[src/rtl/vga_pkg.sv]
// Shared VGA timing defaults, pipeline latency and the fixed 16-colour palette.
package vga_pkg;

    localparam int H_VISIBLE_DEF = 640;
    localparam int H_FRONT_DEF   = 16;
    localparam int H_SYNC_DEF    = 96;
    localparam int H_BACK_DEF    = 48;
    localparam int V_VISIBLE_DEF = 480;
    localparam int V_FRONT_DEF   = 10;
    localparam int V_SYNC_DEF    = 2;
    localparam int V_BACK_DEF    = 33;

    localparam int PIPE_LAT = 4;

    typedef struct packed {
        logic [3:0] r;
        logic [3:0] g;
        logic [3:0] b;
    } rgb12_t;

    localparam rgb12_t PALETTE [16] = '{
        rgb12_t'(12'h000), rgb12_t'(12'h00A), rgb12_t'(12'h0A0), rgb12_t'(12'h0AA),
        rgb12_t'(12'hA00), rgb12_t'(12'hA0A), rgb12_t'(12'hA50), rgb12_t'(12'hAAA),
        rgb12_t'(12'h555), rgb12_t'(12'h55F), rgb12_t'(12'h5F5), rgb12_t'(12'h5FF),
        rgb12_t'(12'hF55), rgb12_t'(12'hF5F), rgb12_t'(12'hFF5), rgb12_t'(12'hFFF)
    };

endpackage

[src/rtl/vga_timing.sv]
// Horizontal/vertical scan counters with raw (undelayed) sync, visible and frame-start flags.
module vga_timing
    import vga_pkg::*;
#(
    parameter int H_VISIBLE = H_VISIBLE_DEF,
    parameter int H_FRONT   = H_FRONT_DEF,
    parameter int H_SYNC    = H_SYNC_DEF,
    parameter int H_BACK    = H_BACK_DEF,
    parameter int V_VISIBLE = V_VISIBLE_DEF,
    parameter int V_FRONT   = V_FRONT_DEF,
    parameter int V_SYNC    = V_SYNC_DEF,
    parameter int V_BACK    = V_BACK_DEF
) (
    input  logic       i_clk,
    input  logic       i_rst_n,
    output logic [9:0] o_h_cnt,
    output logic [9:0] o_v_cnt,
    output logic       o_hsync_raw,
    output logic       o_vsync_raw,
    output logic       o_visible,
    output logic       o_frame_start_raw
);

    localparam logic [9:0] H_VIS    = 10'(H_VISIBLE);
    localparam logic [9:0] HS_START = 10'(H_VISIBLE + H_FRONT);
    localparam logic [9:0] HS_END   = 10'(H_VISIBLE + H_FRONT + H_SYNC);
    localparam logic [9:0] H_LAST   = 10'(H_VISIBLE + H_FRONT + H_SYNC + H_BACK - 1);
    localparam logic [9:0] V_VIS    = 10'(V_VISIBLE);
    localparam logic [9:0] VS_START = 10'(V_VISIBLE + V_FRONT);
    localparam logic [9:0] VS_END   = 10'(V_VISIBLE + V_FRONT + V_SYNC);
    localparam logic [9:0] V_LAST   = 10'(V_VISIBLE + V_FRONT + V_SYNC + V_BACK - 1);

    logic [9:0] r_h_cnt;
    logic [9:0] r_v_cnt;

    always_ff @(posedge i_clk) begin
        if (!i_rst_n) begin
            r_h_cnt <= 10'd0;
            r_v_cnt <= 10'd0;
        end else if (r_h_cnt == H_LAST) begin
            r_h_cnt <= 10'd0;
            r_v_cnt <= (r_v_cnt == V_LAST) ? 10'd0 : r_v_cnt + 10'd1;
        end else begin
            r_h_cnt <= r_h_cnt + 10'd1;
        end
    end

    assign o_h_cnt           = r_h_cnt;
    assign o_v_cnt           = r_v_cnt;
    assign o_hsync_raw       = !((r_h_cnt >= HS_START) && (r_h_cnt < HS_END));
    assign o_vsync_raw       = !((r_v_cnt >= VS_START) && (r_v_cnt < VS_END));
    assign o_visible         = (r_h_cnt < H_VIS) && (r_v_cnt < V_VIS);
    assign o_frame_start_raw = (r_h_cnt == 10'd0) && (r_v_cnt == 10'd0);

endmodule

[src/rtl/vga_pixel_pipeline.sv]
// VGA scan-out: word fetch, 2-cycle read-latency absorption, 4bpp unpack and palette map.
module vga_pixel_pipeline
    import vga_pkg::*;
#(
    parameter int H_VISIBLE = H_VISIBLE_DEF,
    parameter int H_FRONT   = H_FRONT_DEF,
    parameter int H_SYNC    = H_SYNC_DEF,
    parameter int H_BACK    = H_BACK_DEF,
    parameter int V_VISIBLE = V_VISIBLE_DEF,
    parameter int V_FRONT   = V_FRONT_DEF,
    parameter int V_SYNC    = V_SYNC_DEF,
    parameter int V_BACK    = V_BACK_DEF
) (
    input  logic        clk_vga,
    input  logic        rst_n,
    output logic [15:0] vga_address,
    input  logic [31:0] vga_read_data,
    output logic [3:0]  vga_r,
    output logic [3:0]  vga_g,
    output logic [3:0]  vga_b,
    output logic        vga_hsync,
    output logic        vga_vsync,
    output logic        vga_de,
    output logic        frame_start
);

    logic [9:0]  w_h_cnt;
    logic [9:0]  w_v_cnt;
    logic        w_hsync_raw;
    logic        w_vsync_raw;
    logic        w_visible;
    logic        w_frame_start_raw;
    logic [15:0] w_v_ext;
    logic [15:0] w_address;
    logic [3:0]  w_nibble;

    logic [15:0]         r_address;
    logic [2:0]          r_nib_d1;
    logic [2:0]          r_nib_d2;
    logic [2:0]          r_nib_d3;
    logic [PIPE_LAT-1:0] r_hs_pipe;
    logic [PIPE_LAT-1:0] r_vs_pipe;
    logic [PIPE_LAT-1:0] r_vis_pipe;
    logic [PIPE_LAT-1:0] r_fs_pipe;
    rgb12_t              r_rgb;

    vga_timing #(
        .H_VISIBLE (H_VISIBLE),
        .H_FRONT   (H_FRONT),
        .H_SYNC    (H_SYNC),
        .H_BACK    (H_BACK),
        .V_VISIBLE (V_VISIBLE),
        .V_FRONT   (V_FRONT),
        .V_SYNC    (V_SYNC),
        .V_BACK    (V_BACK)
    ) u_timing (
        .i_clk             (clk_vga),
        .i_rst_n           (rst_n),
        .o_h_cnt           (w_h_cnt),
        .o_v_cnt           (w_v_cnt),
        .o_hsync_raw       (w_hsync_raw),
        .o_vsync_raw       (w_vsync_raw),
        .o_visible         (w_visible),
        .o_frame_start_raw (w_frame_start_raw)
    );

    // Line stride is 80 words; v*80 built as (v<<6)+(v<<4) to avoid a multiplier.
    assign w_v_ext   = {6'd0, w_v_cnt};
    assign w_address = w_visible ? ((w_v_ext << 6) + (w_v_ext << 4) + {9'd0, w_h_cnt[9:3]})
                                 : 16'd0;

    assign w_nibble = vga_read_data[{r_nib_d3, 2'b00} +: 4];

    always_ff @(posedge clk_vga) begin
        if (!rst_n) begin
            r_address  <= 16'd0;
            r_nib_d1   <= 3'd0;
            r_nib_d2   <= 3'd0;
            r_nib_d3   <= 3'd0;
            r_hs_pipe  <= '1;
            r_vs_pipe  <= '1;
            r_vis_pipe <= '0;
            r_fs_pipe  <= '0;
            r_rgb      <= '0;
        end else begin
            r_address  <= w_address;
            r_nib_d1   <= w_h_cnt[2:0];
            r_nib_d2   <= r_nib_d1;
            r_nib_d3   <= r_nib_d2;
            r_hs_pipe  <= {r_hs_pipe[PIPE_LAT-2:0], w_hsync_raw};
            r_vs_pipe  <= {r_vs_pipe[PIPE_LAT-2:0], w_vsync_raw};
            r_vis_pipe <= {r_vis_pipe[PIPE_LAT-2:0], w_visible};
            r_fs_pipe  <= {r_fs_pipe[PIPE_LAT-2:0], w_frame_start_raw};
            r_rgb      <= r_vis_pipe[PIPE_LAT-2] ? PALETTE[w_nibble] : '0;
        end
    end

    assign vga_address = r_address;
    assign vga_r       = r_rgb.r;
    assign vga_g       = r_rgb.g;
    assign vga_b       = r_rgb.b;
    assign vga_hsync   = r_hs_pipe[PIPE_LAT-1];
    assign vga_vsync   = r_vs_pipe[PIPE_LAT-1];
    assign vga_de      = r_vis_pipe[PIPE_LAT-1];
    assign frame_start = r_fs_pipe[PIPE_LAT-1];

endmodule

[config.mk]
export PLATFORM = sky130hd
export DESIGN_NAME = vga_pixel_pipeline
export DESIGN_NICKNAME = d
export VERILOG_FILES = /design/src/rtl/vga_pkg.sv /design/src/rtl/vga_timing.sv /design/src/rtl/vga_pixel_pipeline.sv
export SDC_FILE = /design/constraint.sdc
export NUM_CORES = 1
export LEC_CHECK = 0
export CORE_AREA = 5 5 111 113
export DETAILED_ROUTE_END_ITERATION = 8
export DIE_AREA = 0 0 116 118
export DONT_BUFFER_PORTS = 1
export SLEW_MARGIN = 20
export SYNTH_ARGS = -nofsm -noshare
export SYNTH_HDL_FRONTEND = slang
export SYNTH_HIERARCHICAL = 1
export SYNTH_SLANG_ARGS = --single-unit
export TNS_END_PERCENT = 20
[constraint.sdc]
create_clock -name clk_vga -period 2.8 [get_ports clk_vga]
set_input_delay 0.28 -clock clk_vga [delete_from_list [all_inputs] [get_ports clk_vga]]
set_output_delay 0.28 -clock clk_vga [all_outputs]
set_load 0.02 [all_outputs]
==> out/qor.txt, run 1 <==
DR iter-0 viols = 136
Crit path max fanout = 7
Clock Skew = 0.00743 ns
Cell variety after synth = 53
Power per Cell Area = 558 nW/um2
Post-Place Cells = 463
Final period util = 92.3%
Diode count = 0
Starting density of the core = 29.3%
Kind of critical path = register to register
Adder-cell share of the synthesized area = 10.4%
Non-filler instance count after layout = 479
Hold WS = 0.0305 ns
RSZ-0062 raised after global routing = no
Number of global-route vias before repair = 2384
HPWL after DPL = 5100 um
Layout area overhead = 10.7%
Floorplan row count = 39
Worst slew pin tran = 0.772 ns
CTS tree = done
Per-cell routed wire length = 14.5 um
Clk_lat worst skew = 0.33 ns
Largest net degree at the start of global routing = 40
Post-DP Area = 3370 um2
Pre-antenna DRT Iters = 4
Synthesized flop and latch total = 66
I/O pin count = 66
Total power draw = 2.03 mW
Hold Crit Class = input pin to register
Achievable Freq = 387 MHz
Grt ovf = 0
Xor/xnor share of the synthesized area = 4.00%
DR vias = 2352
Switching Share = 22.1%
Global-route wire length before repair = 11200 um
Utilization after layout = 32.4%
Share of layout cells above drive strength 1 = 8.04%
Via/cell ratio = 4.91
Yosys warns = 6
Leakage = 1.53 nW
Setup TNS = 0 ns
Fill cell count = 1131
Arr. time, crit path = 2.83 ns
Pre-CTS setup slack = 0.148 ns
Largest family of logic cells by synthesized area = simple AND/OR/NAND/NOR gates
Cells after Synth = 335
Crit end category = register
Clock power frac = 49.7%
CP Data Required Time = 3.05 ns
Placer Congestion = 0.821
Rel. slew slack = 48.4%
Flop pwr share = 47.8%
Ys async rst share = 0%
Num CTS Buffers = 9
Power Internal = 1.58 mW
Sw power = 0.449 mW
Post-CTS Resized = 0
Outcome = finished, final reports clean
Die H = 118 um
Design area = 3640 um2
Compound-Gate Fraction of Synth Area = 6.89%
Post-Syn Nets = 395
Total core area = 11200 um2
Post-synth top flop = dfxtp_1
Post-synth EDFFs = 0
Max-slew violations = 0
Sequential cell area fraction in the yosys report = 40.2%
Commonest non-fill, non-tap cell in the layout = dfxtp_1
Post-route setup slack = 0.217 ns
Post-route DRC = 0
Final hold vios = 0
H-tree depth = 3
Cts hold-fix bufs = 0
Clock sink count = 66
Die area = 13700 um2
Multiplexer share of the synthesized area = 8.94%
Final Routed Wirelength = 6940 um
Initial antenna violation count = 0
Mapped Area = 3290 um2
Final setup violation count = 0
Max-cap check violation count = 0
Chip Width = 116 um
CTS root buf = clkbuf_16
Commonest cells after routing, fill and taps aside = 66 x dfxtp_1, 24 x ha_1, 23 x nand2_1, 23 x nor2_1, 18 x and2_1
Postcts setup bufs = 0
Period minus WS final = 2.58 ns
Clock transition at path regs = 0.06 ns
Antenna-violating nets left = 0
IO buf count = 0
Syn avg cell area = 9.82 um2
Total GRT Usage = 10.2%
Nets = 391
Logic pwr share = 2.5%
Simple-Gate Fraction of Synth Area = 24.3%
Peak supply drop = 0.356 mV
Worst setup SP type = register
Clock Tree Buf Depth = 2
final timing paths:
path / startpoint / cells after the start / slack (ns) / end
setup / recovery: u_timing/o_h_cnt[9] / 8 / 0.22 / vga_address[15]
hold / removal: rst_n / 1 / 0.03 / r_hs_pipe[0]
setup reg to reg: u_timing/o_h_cnt[9] / 8 / 0.22 / vga_address[15]
hold reg to reg: r_hs_pipe[1] / 1 / 0.41 / r_hs_pipe[2]
Yosys cell counts, types with 4 or more instances:
library cell,number,area [um2]
a21oi_1,8,40.0
and2_1,18,113
and3_1,11,68.8
buf_4,7,52.6
clkbuf_1,4,15.0
dfxtp_1,66,1320
ha_1,24,300
inv_1,16,60.1
mux2i_1,8,80.1
mux4_1,6,158
nand2_1,23,86.3
nand2b_1,13,81.3
nand3_1,16,80.1
nand4_1,5,31.3
nor2_1,23,86.3
nor3_1,6,30.0
o21ai_0,9,45.0
xnor2_1,7,61.3
xor2_1,8,70.1
final cells by class:
class,count,area (um2),share of cell area [%]
repair buffers,2,15.0,0.412
inverters,16,60.1,1.65
clock inverters,7,45.0,1.24
well taps,143,179,4.91
multi-input cells,236,1800,49.3
clock buffers,9,225,6.19
flip-flops and latches,66,1320,36.3
power by group through the flow:
| stage | sequential (mW) | clock, mW | combinational [mW] |
|---|---|---|---|
| after floorplan | 0.984 | 0 | 0.0564 |
| after global placement | 0.991 | 0 | 0.0506 |
| after detailed placement | 0.992 | 0 | 0.0522 |
| after CTS | 0.971 | 1.04 | 0.0521 |
| after global routing | 0.973 | 1.09 | 0.0574 |
| final | 0.971 | 1.01 | 0.0513 |
state kept, by name (all words and copies together) (netlist names):
signal and flops:
r_fs_pipe 4, r_hs_pipe 4, r_nib_d1 3, r_nib_d2 3, r_nib_d3 3, r_vis_pipe 4, r_vs_pipe 4, u_timing/o_h_cnt 10
u_timing/o_v_cnt 10, vga_address 16, vga_b 1, vga_g 2, vga_r 2
layer usage:
metal	vias up	track usage, %	part of all wire (%)
met3	8	3.91	9.8
met5	-	0	0
met1	1086	11.8	42
met2	79	16.7	46
li1	1179	-	-
met4	0	3.99	1.7
kinds of logic after synthesis:
family,Yosys count
fa+ha+maj,26
xor+xnor,15
mux,17
buf+inv,33
simple gates,143
flops,66
compound gates,35
worst max-delay path, stage by stage, from the launching register on:
cell and delay, ns:
dfxtp_1 0.44, inv_1 0.10, fa_1 0.54, inv_1 0.07, fa_1 0.50, a211oi_2 0.30, o21bai_1 0.15, a31oi_1 0.22
mux2i_1 0.20
Note: power is estimated with default switching activity, not from simulation.
==> run 2, diff against run 1 <==
--- a/config.mk
+++ b/config.mk
@@ -6,6 +6,7 @@
 export NUM_CORES = 1
 export LEC_CHECK = 0
 export CORE_AREA = 5 5 111 113
+export CTS_CLUSTER_SIZE = 8
 export DETAILED_ROUTE_END_ITERATION = 8
 export DIE_AREA = 0 0 116 118
 export DONT_BUFFER_PORTS = 1
==> results of run 2 <==
The final DEF is identical to that of run 1; final timing and power are the same.
